<file path="config.mk">
export PLATFORM = sky130hd
export DESIGN_NAME = tmds_word_aligner
export DESIGN_NICKNAME = d
export VERILOG_FILES = /design/src/rtl/tmds_word_aligner.sv
export SDC_FILE = /design/constraint.sdc
export NUM_CORES = 1
export LEC_CHECK = 0
export ABC_AREA = 1
export CAP_MARGIN = 20
export CORE_UTILIZATION = 30
export CTS_CLUSTER_SIZE = 16
export DETAILED_ROUTE_END_ITERATION = 12
export SLEW_MARGIN = 10
export SYNTH_ARGS = -nofsm -noshare
export SYNTH_HDL_FRONTEND = slang
export SYNTH_SLANG_ARGS = --single-unit
</file>
<file path="constraint.sdc">
create_clock -name clk -period 2.26 [get_ports clk]
set_input_delay 0.565 -clock clk [delete_from_list [all_inputs] [get_ports clk]]
set_output_delay 0.565 -clock clk [all_outputs]
set_load 0.05 [all_outputs]
</file>
<file path="src/rtl/tmds_word_aligner.sv">
// TMDS receive word aligner: hunts control-token runs, pulses bitslip until aligned, watches for lock loss.
// Latency: dout is din delayed 1 cycle; all status outputs are registered. No backpressure; consumes one word per cycle.
module tmds_word_aligner #(
    parameter int RUN_LEN       = 8,
    parameter int WINDOW        = 4096,
    parameter int SETTLE_CYCLES = 16,
    parameter int MISS_LIMIT    = 4
) (
    input  logic       clk,
    input  logic       reset,
    input  logic       enable,
    input  logic [9:0] din,
    output logic [9:0] dout,
    output logic       bitslip,
    output logic       locked,
    output logic [3:0] slip_count,
    output logic       wrap_error
);

    localparam int WW = (WINDOW > 1) ? $clog2(WINDOW) : 1;
    localparam int SW = $clog2(SETTLE_CYCLES + 1);
    localparam int MW = $clog2(MISS_LIMIT + 1);

    localparam logic [7:0]    RUN_MAX     = 8'(RUN_LEN);
    localparam logic [7:0]    RUN_LAST    = 8'(RUN_LEN - 1);
    localparam logic [WW-1:0] WIN_LAST    = WW'(WINDOW - 1);
    localparam logic [SW-1:0] SETTLE_LAST = SW'(SETTLE_CYCLES - 1);
    localparam logic [MW-1:0] MISS_LAST   = MW'(MISS_LIMIT - 1);

    typedef enum logic [2:0] {
        IDLE   = 3'd0,
        SEARCH = 3'd1,
        SLIP   = 3'd2,
        SETTLE = 3'd3,
        LOCKED = 3'd4
    } state_t;

    state_t        state;
    state_t        next_state;
    logic [7:0]    run_cnt;
    logic [WW-1:0] win_cnt;
    logic [SW-1:0] settle_cnt;
    logic [MW-1:0] miss_cnt;

    logic          is_token;
    logic          run_hit;
    logic          win_end;
    logic          hunting;

    logic          bitslip_nxt;
    logic          locked_nxt;
    logic          wrap_nxt;
    logic [3:0]    slip_nxt;

    always_comb begin
        is_token = (din == 10'b1101010100) || (din == 10'b0010101011) ||
                   (din == 10'b0101010100) || (din == 10'b1010101011);
    end

    // Runs are only counted while looking for or watching a boundary.
    assign hunting = (state == SEARCH) || (state == LOCKED);
    assign run_hit = hunting && (run_cnt == RUN_LAST) && is_token;
    assign win_end = (win_cnt == WIN_LAST);

    always_ff @(posedge clk) begin
        if (reset) begin
            state      <= IDLE;
            dout       <= '0;
            bitslip    <= 1'b0;
            locked     <= 1'b0;
            slip_count <= '0;
            wrap_error <= 1'b0;
        end else begin
            state      <= next_state;
            dout       <= din;
            bitslip    <= bitslip_nxt;
            locked     <= locked_nxt;
            slip_count <= slip_nxt;
            wrap_error <= wrap_nxt;
        end
    end

    always_comb begin
        next_state = state;
        if (!enable) begin
            next_state = IDLE;
        end else begin
            case (state)
                IDLE:    next_state = SEARCH;
                SEARCH: begin
                    if (run_hit)      next_state = LOCKED;
                    else if (win_end) next_state = SLIP;
                end
                SLIP:    next_state = SETTLE;
                SETTLE: begin
                    if (settle_cnt == SETTLE_LAST) next_state = SEARCH;
                end
                LOCKED: begin
                    // Lock drops to SEARCH at the current position; no slip first.
                    if (!run_hit && win_end && (miss_cnt == MISS_LAST)) next_state = SEARCH;
                end
                default: next_state = IDLE;
            endcase
        end
    end

    // Outputs are computed from next_state so they are registered with the state.
    always_comb begin
        bitslip_nxt = (next_state == SLIP);
        locked_nxt  = (next_state == LOCKED);
        wrap_nxt    = 1'b0;
        slip_nxt    = slip_count;
        if (next_state == SLIP) begin
            if (slip_count == 4'd9) begin
                slip_nxt = 4'd0;
                wrap_nxt = 1'b1;
            end else begin
                slip_nxt = slip_count + 4'd1;
            end
        end
    end

    always_ff @(posedge clk) begin
        if (reset) begin
            run_cnt    <= '0;
            win_cnt    <= '0;
            settle_cnt <= '0;
            miss_cnt   <= '0;
        end else begin
            if (hunting) begin
                if (!is_token)              run_cnt <= '0;
                else if (run_cnt != RUN_MAX) run_cnt <= run_cnt + 8'd1;
                win_cnt <= (run_hit || win_end) ? '0 : win_cnt + 1'b1;
            end else begin
                run_cnt <= '0;
                win_cnt <= '0;
            end

            if (state == SETTLE) settle_cnt <= settle_cnt + 1'b1;
            else                 settle_cnt <= '0;

            if (state == LOCKED) begin
                if (run_hit)      miss_cnt <= '0;
                else if (win_end) miss_cnt <= miss_cnt + 1'b1;
            end else begin
                miss_cnt <= '0;
            end
        end
    end

endmodule

</file>
==> results.json, run 1 <==
{
  "port_buffers": 29,
  "synth_top_family_by_area": "simple AND/OR/NAND/NOR gates",
  "grt_overflow_total": 0,
  "cp.arrival_ns": 1.53,
  "synth_compound_area_share_pct": 4.94,
  "cts_hold_buf": 0,
  "muxShareOfSynthArea_pct": 0,
  "grt_start_max_net_pins": 16,
  "seqPwrFrac_pct": 57.9,
  "setup_viol": 0,
  "seq_area_frac_synth_pct": 44.7,
  "fp.dieW_um": 86.7,
  "dieArea_mm2": 0.00752,
  "synth_simple_gate_area_share_pct": 34.0,
  "clock_skew_ns": 0.00683,
  "initial_core_util_pct": 31.3,
  "synth_area_leaders": "dfxtp_1 45%, nor2_1 9.1%, nand2_1 8.4%",
  "critPathKind": "reg -> out",
  "worstHoldPathCells": 1,
  "power_density_mw_per_mm2": 562,
  "reg2regPathDepth": 12,
  "h-tree-depth": 2,
  "route.met3.wl_um": 158,
  "synth_enable_flop_cells": 0,
  "p_int_mw": 1.15,
  "num_io_pins": 30,
  "clock_path_buffers": 2,
  "cp_max_fo": 5,
  "vias_per_cell": 4.17,
  "die_h_um": 86.7,
  "synth_area_per_cell_um2": 7.80,
  "yosysTopAreaCell": "dfxtp_1",
  "fin_tns_setup_ns": 0,
  "fmax_ghz": 0.477,
  "diodes": 0,
  "worstSetupEndpointType": "output port",
  "crit_path_start_kind": "register",
  "fin_cells": 408,
  "pwr-share-comb_pct": 7.4,
  "insertion_delay_ns": 0.29,
  "grt_pass1_vias": 1616,
  "finalCritPeriodShare_pct": 92.8,
  "crit_chain": "clkdlybuf4s50_1",
  "yosysUniqueCellTypes": 28,
  "multi_input_area_mm2": 0.00100,
  "worstMarginPinSlew_ns": 0.508,
  "post_drt_wl_per_cell_um": 9.29,
  "cp.buffers_inverters": 1,
  "dp_cells": 400,
  "num_vias": 1702,
  "gr-usage-all-layers_pct": 11.7,
  "routabilityCongestion": 0.752,
  "synth_cells": 276,
  "synthToLayoutAreaGrowth_pct": 22.8,
  "dpl.hpwl_um": 2840,
  "fillers": 705,
  "grt_pass1_wl_um": 6840,
  "root_buffer": "clkbuf_8",
  "status": "complete, no violations",
  "hold_viol_final": 0,
  "drt_first_pass_iters": 7,
  "yosysMostFrequentCell": "nor2_1",
  "power.switching_mw": 0.336,
  "async_flop_share_pct": 0,
  "hold_path_class": "reg -> reg",
  "drt_iter0_drc": 85,
  "rsz0062_at_grt": "no",
  "synthXorXnorAreaFrac_pct": 3.66,
  "synthAdderAreaFrac_pct": 4.07,
  "drc": 0,
  "cts_tree": "built",
  "vdd_drop_max_mv": 0.252,
  "critPathSlowestCell": "clkdlybuf4s50_1",
  "cts_setup_buffers": 0,
  "regArea_um2": 961,
  "place_ws_ns": 0.102,
  "top_layer": "met4",
  "p_clk_share_pct": 34.7,
  "ys_dominant_reg_cell": "dfxtp_1",
  "crit_family": "buffers and inverters",
  "yosys_warnings": 0,
  "synth_top_area_share_pct": 44.7,
  "drtAntennaViolNets": 0,
  "period_minus_slack_ns": 2.10,
  "max_slew_margin_pct": 66.0,
  "ys_seq_elements": 48,
  "clock_sink_count": 48,
  "synth_common_cells": "52 x nor2_1, 48 x dfxtp_1, 48 x nand2_1",
  "routed_wl_um": 3790,
  "placementRows": 30,
  "slowest_delay_ns": 0.83,
  "met1_length_um": 1790,
  "cts_buffers": 5,
  "worstPathRequired_ns": 1.69,
  "wl_met2_um": 1800,
  "path_depth": 1,
  "nets": 331,
  "cap_violations": 0,
  "netSwitchingFraction_pct": 22.6,
  "core-area_mm2": 0.00687,
  "leakage_nw": 1.00,
  "cts-resized-gates": 0,
  "syn_nets": 296,
  "syn_area_mm2": 0.00215,
  "drive_above_1_share_pct": 9.29,
  "clk_pin_slew_ns": 0.08,
  "slew_viol_final": 0,
  "fin_ws_ns": 0.163,
  "antenna_found_initial": 0
}
[power by group through the flow]
stage | Combinational [mW] | Clock [mW] | Sequential (mW)
after floorplan | 0.0282 | 0 | 0.914
after global placement | 0.111 | 0 | 0.880
after detailed placement | 0.110 | 0 | 0.880
after CTS | 0.110 | 0.539 | 0.861
after global routing | 0.119 | 0.574 | 0.862
final | 0.109 | 0.516 | 0.860
[sequential cells by signal, indices dropped and copies added, names as in the netlist]
| register | cells |
|---|---|
| win_cnt | 12 |
| dout | 10 |
| run_cnt | 8 |
| settle_cnt | 5 |
| slip_count | 4 |
| miss_cnt | 3 |
| state | 3 |
| bitslip | 1 |
| locked | 1 |
| wrap_error | 1 |
[layer usage]
| metal | global-route usage [%] | vias to the layer above |
|---|---|---|
| met1 | 13.5 | 740 |
| li1 | - | 927 |
| met2 | 20.2 | 31 |
| met3 | 4.19 | 4 |
| met4 | 3.79 | 0 |
| met5 | 0 | - |
[cell type report]
| cell class | instances | area share (%) |
|---|---|---|
| clock buffers | 8 | 3.41 |
| inverters | 41 | 5.82 |
| multi-input cells | 183 | 38.0 |
| flip-flops and latches | 48 | 36.4 |
| well taps | 96 | 4.55 |
| repair buffers | 32 | 11.8 |
[layout by cell type (no fill, tap or decap), drive strengths merged]
cell type       n
nand4           7
or2             1
dfxtp          48
xnor2           3
buf             3
clkbuf          8
ha              7
nand3          19
o21ai           5
xor2            6
o211ai          1
a31oi           1
o21bai          2
clkdlybuf4s50  29
a211oi          1
clkinv          1
a21oi           9
nand2          54
nor3            3
inv            40
nor3b           6
nor2           58
[stage by stage]
stage	hold WS, ns	instance area [um2]	utilization, %	power (mW)
after floorplan	0.418	2150	-	0.942
after global placement	0.434	2550	37.2	0.991
after detailed placement	0.437	2550	37.2	0.990
after CTS	0.453	2640	38.5	1.51
after global routing	0.470	2640	38.5	1.56
final	0.453	2640	38.5	1.49
[worst paths after layout]
kind | endpoint | slack, ns | from
hold / removal | settle_cnt[0] | 0.45 | settle_cnt[0]
hold reg to reg | settle_cnt[0] | 0.45 | settle_cnt[0]
setup reg to reg | slip_count[0] | 0.47 | win_cnt[0]
setup / recovery | slip_count[2] | 0.16 | slip_count[2]
[cell families (layout without fill, tap and decap cells)]
family / Yosys count / after routing
adder cells (fa/ha/maj): 7 / 7
AND/OR/NAND/NOR: 148 / 148
XOR/XNOR: 9 / 9
buffers and inverters: 45 / 81
flip-flops: 48 / 48
AO/OA/AOI/OAI: 19 / 19
(Power assumes the default switching activity.)
==> run 2, diff against run 1 <==
--- a/config.mk
+++ b/config.mk
@@ -5,7 +5,6 @@
 export SDC_FILE = /design/constraint.sdc
 export NUM_CORES = 1
 export LEC_CHECK = 0
-export ABC_AREA = 1
 export CAP_MARGIN = 20
 export CORE_UTILIZATION = 30
 export CTS_CLUSTER_SIZE = 16
==> run 2 against run 1 <==
Critical path depth unchanged. Clock skew increased by 0.0020 ns. First-iteration DRC count decreased by 21%. Critical path type unchanged. Non-clock buffer count increased by 6. Sequential share of layout area increased by 1.2 points. Via count decreased by 11%. Global-route usage decreased by 0.59 points. Sequential power about the same.
==> results.json, run 2 <==
{
  "power_density_mw_per_mm2": 585,
  "cts_buffers": 5,
  "synth_cells": 214,
  "netSwitchingFraction_pct": 23.1,
  "grt_start_max_net_pins": 23,
  "r2r_start": "win_cnt[0]",
  "whs_endpoint": "settle_cnt[0]",
  "syn_nets": 234,
  "fin_area_mm2": 0.00256,
  "finalCritPeriodShare_pct": 96.0,
  "cp_max_fo": 8,
  "fillers": 669,
  "pwr-share-comb_pct": 7.4,
  "nets": 272,
  "core-area_mm2": 0.00646,
  "crit_path_start_kind": "register",
  "routed_wl_um": 3580,
  "cap_violations": 0,
  "fin_cells": 330,
  "synth_top_family_by_area": "simple AND/OR/NAND/NOR gates",
  "cts_setup_buffers": 0,
  "die_h_um": 84.3,
  "place_area_mm2": 0.00246,
  "worstHoldStart": "settle_cnt[0]",
  "hold_viol_final": 0,
  "clock_path_buffers": 2,
  "yosys_warnings": 0,
  "diodes": 0,
  "synth_compound_area_share_pct": 4.86,
  "async_flop_share_pct": 0,
  "cp.arrival_ns": 1.60,
  "num_io_pins": 30,
  "total_power_mw": 1.50,
  "largest_register_ffs": 12,
  "seqPwrFrac_pct": 57.5,
  "initial_core_util_pct": 31.5,
  "fp.dieW_um": 84.3,
  "critPathSlowestCell": "clkdlybuf4s50_1",
  "dpl.hpwl_um": 2670,
  "ys_dominant_reg_cell": "dfxtp_1",
  "top_regs": "win_cnt (12), dout (10), run_cnt (8)",
  "drt_first_pass_iters": 4,
  "worstPathRequired_ns": 1.69,
  "dieArea_mm2": 0.00711,
  "reg2reg_slack_ns": 0.14,
  "num_vias": 1514,
  "drive_above_1_share_pct": 7.91,
  "multi_input_area_mm2": 0.00102,
  "drtAntennaViolNets": 0,
  "slew_viol_final": 0,
  "synthAdderAreaFrac_pct": 4.31,
  "critPathKind": "reg -> out",
  "vias_per_cell": 4.59,
  "worstHoldPathCells": 1,
  "crit_family": "buffers and inverters",
  "insertion_delay_ns": 0.30,
  "period_minus_slack_ns": 2.17,
  "setup_viol": 0,
  "placementRows": 29,
  "synth_simple_gate_area_share_pct": 29.6,
  "regArea_um2": 961,
  "crit_chain": "clkdlybuf4s50_1",
  "cp.buffers_inverters": 1,
  "synth_top_area_share_pct": 47.3,
  "clock_skew_ns": 0.00879,
  "routabilityCongestion": 0.726,
  "max_slew_margin_pct": 64.8,
  "seq_area_frac_synth_pct": 47.3,
  "reg2regPathDepth": 6,
  "worstSetupEndpointType": "output port",
  "antenna_found_initial": 0,
  "gr-usage-all-layers_pct": 11.1,
  "yosysTopAreaCell": "dfxtp_1",
  "synth_area_leaders": "dfxtp_1 47%, nor2_1 5.7%, nor2b_1 5.5%",
  "synth_area_per_cell_um2": 9.50,
  "synthToLayoutAreaGrowth_pct": 25.9,
  "clock_sink_count": 48,
  "drt_iter0_drc": 67,
  "h-tree-depth": 2,
  "grt_overflow_total": 0,
  "vdd_drop_max_mv": 0.330,
  "r2r-end": "slip_count[1]",
  "cts_tree": "built",
  "final_common_cell": "dfxtp_1",
  "syn_area_mm2": 0.00203,
  "synth_enable_flop_cells": 0,
  "synthXorXnorAreaFrac_pct": 9.05,
  "yosysMostFrequentCell": "dfxtp_1",
  "mostFrequentLayoutCells": "48 x dfxtp_1, 31 x nor2_1, 29 x clkdlybuf4s50_1",
  "p_int_mw": 1.15,
  "status": "complete, no violations",
  "post_drt_wl_per_cell_um": 10.8,
  "utilization_pct": 39.6,
  "clk_pin_slew_ns": 0.09,
  "slowest_delay_ns": 0.85,
  "root_buffer": "clkbuf_8",
  "synth_common_cells": "48 x dfxtp_1, 31 x nor2_1, 18 x nor2b_1",
  "yosysUniqueCellTypes": 41,
  "p_clk_share_pct": 35.1,
  "port_buffers": 29,
  "ys_seq_elements": 48,
  "worstMarginPinSlew_ns": 0.527,
  "hold_path_class": "reg -> reg",
  "drc": 0,
  "dp_cells": 322,
  "muxShareOfSynthArea_pct": 2.09,
  "power.switching_mw": 0.346,
  "leakage_nw": 0.924,
  "fin_hold_ws_ns": 0.453,
  "grt_pass1_vias": 1463,
  "fmax_ghz": 0.461,
  "top_register": "win_cnt",
  "grt_pass1_wl_um": 6350,
  "rsz0062_at_grt": "no"
}
-- run 2: changes by cell type after synthesis, sizes merged, moves of 3 or more --
cell,delta
nand2,-44
and4,+4
xor2,+4
nand3,-12
and3,+7
nor2b,+18
nor2,-27
a21oi,-8
xnor2,+8
nand4,-4
inv,-34
nand3b,+3
-- run 2: how the worst max path moves through the flow --
stage	from	endpoint	cells past startpoint	slack, ns
detailed placement	din[4]	slip_count[0]	6	-0.26
global route	din[4]	miss_cnt[2]	7	0.02
floorplan	win_cnt[0]	slip_count[0]	8	0.23
CTS	din[4]	slip_count[0]	6	0.07
finish	slip_count[1]	slip_count[1]	1	0.09
global placement	din[4]	slip_count[0]	6	-0.21
-- run 2: cell families (layout without fill, tap and decap cells) --
| kind of cell | Yosys count | after routing |
|---|---|---|
| and+or+nand+nor | 106 | 106 |
| muxes | 4 | 4 |
| adders and majority gates | 7 | 7 |
| AOI/OAI and AO/OA | 15 | 15 |
| DFF | 48 | 48 |
| buffers and inverters | 13 | 52 |
| xor gates and xnor gates | 21 | 21 |
-- run 2: stage by stage --
| stage | worst slack, ns | setup TNS [ns] |
|---|---|---|
| global route | 0.0197 | 0 |
| floorplan | 0.228 | 0 |
| finish | 0.0908 | 0 |
| CTS | 0.0667 | 0 |
| detailed placement | -0.261 | -3.35 |
| global placement | -0.212 | -2.26 |
-- run 2: layout make-up --
class                      instances  share of cell area (%)
timing repair buffer              38                    14.5
clock inverter                     2                   0.391
inverter                           6                   0.880
clock buffer                       6                    3.23
tap                               77                    3.77
sequential                        48                    37.6
multi-input combinational        153                    39.7
-- run 2: power by group through the flow --
stage / clock, mW / combinational, mW / sequential [mW]
finish: 0.526 / 0.110 / 0.861
detailed placement: 0 / 0.111 / 0.881
CTS: 0.549 / 0.111 / 0.861
floorplan: 0 / 0.0232 / 0.914
global placement: 0 / 0.111 / 0.881
global route: 0.580 / 0.117 / 0.862
-- run 2: worst register-to-register path, delay by kind of cell, from the launching register on --
family / cells / cell delay, ns
adders and majority gates: 1 / 0.21
and+or+nand+nor: 3 / 0.93
DFF: 1 / 0.37
AOI/OAI and AO/OA: 2 / 0.53
-- run 2: layer usage --
layer / track usage [%] / vias up / routed length (um)
met5: 0 / - / 0
met4: 4.70 / 0 / 43
met3: 3.05 / 4 / 132
met2: 18.3 / 16 / 1660
met1: 13.7 / 688 / 1740
li1: - / 806 / -
-- run 2: what timing repair did --
item | 4_1_cts | 5_1_grt
setup endpoints to repair | 0 | 3
resized for setup | 0 | 2
hold buffers | 0 | 0
